===== src/rtl/iq_fs4_upconv.sv =====
`default_nettype none
// ============================================================================
// Module   : iq_fs4_upconv
// Purpose  : fs/4 IQ-to-real upconverter (Q, I, -Q, -I rotation per accepted
//            sample) with saturating negation and a sticky clip counter.
// Revision : 1.0 - initial release
// ============================================================================
module iq_fs4_upconv #(
  parameter int W     = 12,
  parameter int CNT_W = 16
) (
  input  logic                clk,
  input  logic                rst,
  input  logic                en,
  input  logic                sync,
  input  logic signed [W-1:0] idi,
  input  logic signed [W-1:0] idq,
  output logic signed [W-1:0] od,
  output logic                od_valid,
  output logic                sat_flag,
  output logic [CNT_W-1:0]    sat_cnt
);

  localparam logic signed [W-1:0] C_MAX_POS = {1'b0, {(W-1){1'b1}}};
  localparam logic [CNT_W-1:0]    C_CNT_MAX = {CNT_W{1'b1}};

  logic [1:0]          phase_q, phase_d;
  logic [1:0]          ph_use;
  logic                v1_q;
  logic signed [W-1:0] i1_q, q1_q;
  logic [1:0]          p1_q;
  logic signed [W-1:0] od_q, od_d;
  logic                vld_q, sat_q, sat_d;
  logic [CNT_W-1:0]    cnt_q, cnt_d;
  logic signed [W:0]   neg_src, neg_full;
  logic                clip;
  logic signed [W-1:0] neg_val;

  // sync forces phase 0 for the sample it arrives with; ignored without en
  always_comb begin
    ph_use  = sync ? 2'd0 : phase_q;
    phase_d = en ? (ph_use + 2'd1) : phase_q;
  end

  // Negation in W+1 bits; only -2^(W-1) overflows the W-bit range
  always_comb begin
    neg_src  = p1_q[0] ? {i1_q[W-1], i1_q} : {q1_q[W-1], q1_q};
    neg_full = -neg_src;
    clip     = (neg_full[W] != neg_full[W-1]);
    neg_val  = clip ? C_MAX_POS : neg_full[W-1:0];
  end

  always_comb begin
    od_d  = od_q;
    sat_d = 1'b0;
    if (v1_q) begin
      case (p1_q)
        2'd0:    od_d = q1_q;
        2'd1:    od_d = i1_q;
        default: od_d = neg_val;
      endcase
      sat_d = p1_q[1] & clip;
    end
    cnt_d = (sat_d && (cnt_q != C_CNT_MAX)) ? (cnt_q + {{(CNT_W-1){1'b0}}, 1'b1}) : cnt_q;
  end

  always_ff @(posedge clk) begin
    if (rst) begin
      phase_q <= 2'd0;
      v1_q    <= 1'b0;
      i1_q    <= '0;
      q1_q    <= '0;
      p1_q    <= 2'd0;
      od_q    <= '0;
      vld_q   <= 1'b0;
      sat_q   <= 1'b0;
      cnt_q   <= '0;
    end else begin
      phase_q <= phase_d;
      v1_q    <= en;
      if (en) begin
        i1_q <= idi;
        q1_q <= idq;
        p1_q <= ph_use;
      end
      od_q    <= od_d;
      vld_q   <= v1_q;
      sat_q   <= sat_d;
      cnt_q   <= cnt_d;
    end
  end

  assign od       = od_q;
  assign od_valid = vld_q;
  assign sat_flag = sat_q;
  assign sat_cnt  = cnt_q;

endmodule
`default_nettype wire


===== config.mk =====
export PLATFORM = sky130hd
export DESIGN_NAME = iq_fs4_upconv
export DESIGN_NICKNAME = d
export VERILOG_FILES = /design/src/rtl/iq_fs4_upconv.sv
export SDC_FILE = /design/constraint.sdc
export NUM_CORES = 1
export LEC_CHECK = 0
export CAP_MARGIN = 10
export CORE_ASPECT_RATIO = 1.2
export CORE_UTILIZATION = 50
export DETAILED_ROUTE_END_ITERATION = 10
export PLACE_DENSITY = 0.81
export SLEW_MARGIN = 40
export SYNTH_ARGS = -nofsm -noshare
export SYNTH_HDL_FRONTEND = slang
export SYNTH_SLANG_ARGS = --single-unit

===== constraint.sdc =====
create_clock -name clk -period 6.52 [get_ports clk]
set_clock_uncertainty 0.05 [all_clocks]
set_input_delay 0.652 -clock clk [delete_from_list [all_inputs] [get_ports clk]]
set_output_delay 0.652 -clock clk [all_outputs]
set_load 0.02 [all_outputs]

==> metrics.txt <==
status finished, final reports clean; post-synthesis cell count 336; Synth Area in Compound Gates 11.7%; Synth Area per Inst 9.00 um^2; Hold-fix buffers, CTS 0; share of layout cells above drive strength 1 11.7%; CP arrival 3.97 ns; # diodes 0; pin count of the biggest net entering global routing 69; GRT Resource Usage Total 22.8%; Post-Synth Adder-Cell Area 1.24%; detailed placer's ending HPWL 4730 um; CTS max path bufs 2; commonest non-fill, non-tap cell in the layout nor2_1; Reg2Reg Capture Point sat_cnt[7]$_SDFFE_PP0P_; FP Rows 30; vias in the first global route 2491; XOR/XNOR Fraction of Synth Area 1.16%; # nets final 420; Fin. Hold Viols 0; Rel. slew slack 55.8%; TritonCTS clock tree yes; minimum clock period after layout 3.79 ns; synthesized cell area 3020 um^2; pins over their slew limit 0; number of fill cells 503; Hold WC Path Type reg -> reg; worst hold path startpoint od[2]$_SDFFE_PP0P_; Initial Util 52.7%; CP startpoint kind register; Hold Path End od[2]$_SDFFE_PP0P_; highest routed metal layer met4; post-synth cell types 59; GRT overflow 0; most frequent cells in the layout nor2_1 (61), dfxtp_1 (59), clkdlybuf4s50_1 (56), mux2i_1 (37), mux2_2 (17); syn nets 367; yosys warns 0; DR pass1 iterations 4; hold path depth 2; met2 WL 3400 um; setup repair after global routing missed its margin no; largest family of logic cells by synthesized area simple AND/OR/NAND/NOR gates; Tightest Pin Transition 0.664 ns; post-synthesis sequential area ratio 39.1%; worst-path maximum fanout 30; Synth area leader dfxtp_1; first-pass GRT wire length 11100 um; DR vias 2679; fmax 0.264 GHz; area grow syn2layout 25.4%; post-synthesis register bit count 59; reg2reg setup slack 2.73 ns; Worst-Skew Late Latency 0.34 ns; CTS clk-pin slew, worst paths 0.07 ns; area share of the largest cell type after synthesis 39.1%; Post-CTS Resized 0; Routed Antenna Nets 0; WS Path Type reg -> reg; DRC viols 0; Leak 1.44 nW; die extent in y 87.2 um; Buffers on Ports 57; multiplexer share of the synthesized area 18.6%; area of the die 6360 um^2; Post-synth ARST share 0%; setup slack after layout 2.73 ns; Routed WL 6640 um; DIE WIDTH 73.0 um; reg2reg path depth 12; maxcap violations 0; RePlAce Congestion 0.858; Setup violations, final 0; Root Buffer clkbuf_8; Num CTS Buffers 9; Post-CTS Setup Repair Bufs 0; top post-synthesis cells by area dfxtp_1 (39%), mux2i_1 (12%), nor2_1 (7.6%); part of the cycle the worst path needs 58.1%; Post-Route Setup TNS 0 ns; core area 5740 um^2; First DRT Iteration DRCs 131; I/O pin count 58; DP Worst Slack 2.79 ns; number of antenna violations at the first check in global routing 0; crit end category register; VDD IR max 135 uV; pwr/cell area 206 nW/um^2; met3 wire length 258 um; met1 WL 2840 um; Post-Synth Simple-Gate Area 24.5%; CTS Sinks 59; Critical R2R Launch p1_q[0]$_SDFFE_PP0P_; Post-synth EDFFs 0; htree depth 3; WP data required 6.70 ns; Avg WL per Cell 14.0 um; Most used DFF post-synth dfxtp_1; vias per std cell 5.66
==> worst max-delay path, cell delays in order (launching register included) <==
cell      delay, ns
dfxtp_1        0.31
buf_4          0.32
mux2i_1        0.30
ha_1           0.20
nor4b_2        0.24
o22ai_1        0.23
nor4_1         0.31
nor2_1         0.07
ha_1           0.36
and3_1         0.31
nand3_1        0.24
a211oi_1       0.34
mux2_2         0.37
==> report_power, final <==
| group | switching (mW) | internal (mW) | total [mW] |
|---|---|---|---|
| clock | 0.136 | 0.144 | 0.280 |
| sequential | 0.0137 | 0.376 | 0.389 |
| combinational | 0.0568 | 0.0559 | 0.113 |
| total | 0.206 | 0.576 | 0.782 |
==> logic make-up (layout without fill, tap and decap cells) <==
family | after synthesis | count (layout)
AND/OR/NAND/NOR | 142 | 142
flip-flops | 59 | 59
multiplexers | 54 | 54
AO/OA/AOI/OAI | 49 | 49
buffers and inverters | 25 | 82
XOR/XNOR | 4 | 4
adder cells (fa/ha/maj) | 3 | 3
==> routing by layer <==
metal	track usage, %	vias to the layer above
met2	39.4	80
met1	26.3	1259
met5	0	-
met4	11.8	0
li1	-	1328
met3	4.63	12
==> per-stage QoR <==
step | std cells | instance area [um^2] | utilization, % | hold WS [ns] | power, mW
final | 473 | 3790 | 66.0 | 0.444 | 0.782
after global routing | 473 | 3790 | 66.0 | 0.467 | 0.822
after CTS | 473 | 3790 | 66.0 | 0.448 | 0.791
after detailed placement | 458 | 3630 | 63.2 | 0.439 | 0.510
after global placement | 458 | 3630 | 63.2 | 0.428 | 0.506
after floorplan | 336 | 3020 | - | 0.404 | 0.468
==> cells in the mapped netlist, types with 5 or more instances <==
| library cell | instances |
|---|---|
| nor2_1 | 61 |
| dfxtp_1 | 59 |
| mux2i_1 | 37 |
| mux2_2 | 17 |
| nand2_1 | 14 |
| a21oi_1 | 13 |
| nor2b_1 | 10 |
| nor3_1 | 10 |
| a211oi_1 | 9 |
| clkbuf_1 | 9 |
| nand4_1 | 7 |
| nand3_1 | 6 |
| inv_1 | 5 |
| nor3b_1 | 5 |
| or3_1 | 5 |
==> sequential cells by signal, indices dropped and copies added (netlist names) <==
register,flops
od,12
i1_q,12
p1_q,2
sat_flag,1
q1_q,12
od_valid,1
phase_q,2
sat_cnt,16
v1_q,1
==> cell type report <==
cell class	instances	area [um^2]	area share, %
Multi-Input combinational cell	252	1730	45.7
Tap cell	80	100	2.64
Clock inverter	3	15.0	0.396
Clock buffer	12	145	3.83
Sequential cell	59	1180	31.1
Inverter	6	22.5	0.594
Timing Repair Buffer	61	596	15.7
==> how the worst max path moves through the flow <==
stage	start	depth (start not counted)	slack, ns	endpoint
after CTS	p1_q[0]$_SDFFE_PP0P_	12	2.79	sat_cnt[13]$_SDFFE_PP0P_
after floorplan	p1_q[0]$_SDFFE_PP0P_	15	2.97	sat_cnt[13]$_SDFFE_PP0P_
after global placement	p1_q[0]$_SDFFE_PP0P_	12	2.93	sat_cnt[15]$_SDFFE_PP0P_
after global routing	p1_q[0]$_SDFFE_PP0P_	12	2.33	sat_cnt[7]$_SDFFE_PP0P_
after detailed placement	p1_q[0]$_SDFFE_PP0P_	12	2.79	sat_cnt[13]$_SDFFE_PP0P_
final	p1_q[0]$_SDFFE_PP0P_	12	2.73	sat_cnt[7]$_SDFFE_PP0P_
Power figures use the tool's default switching activity.
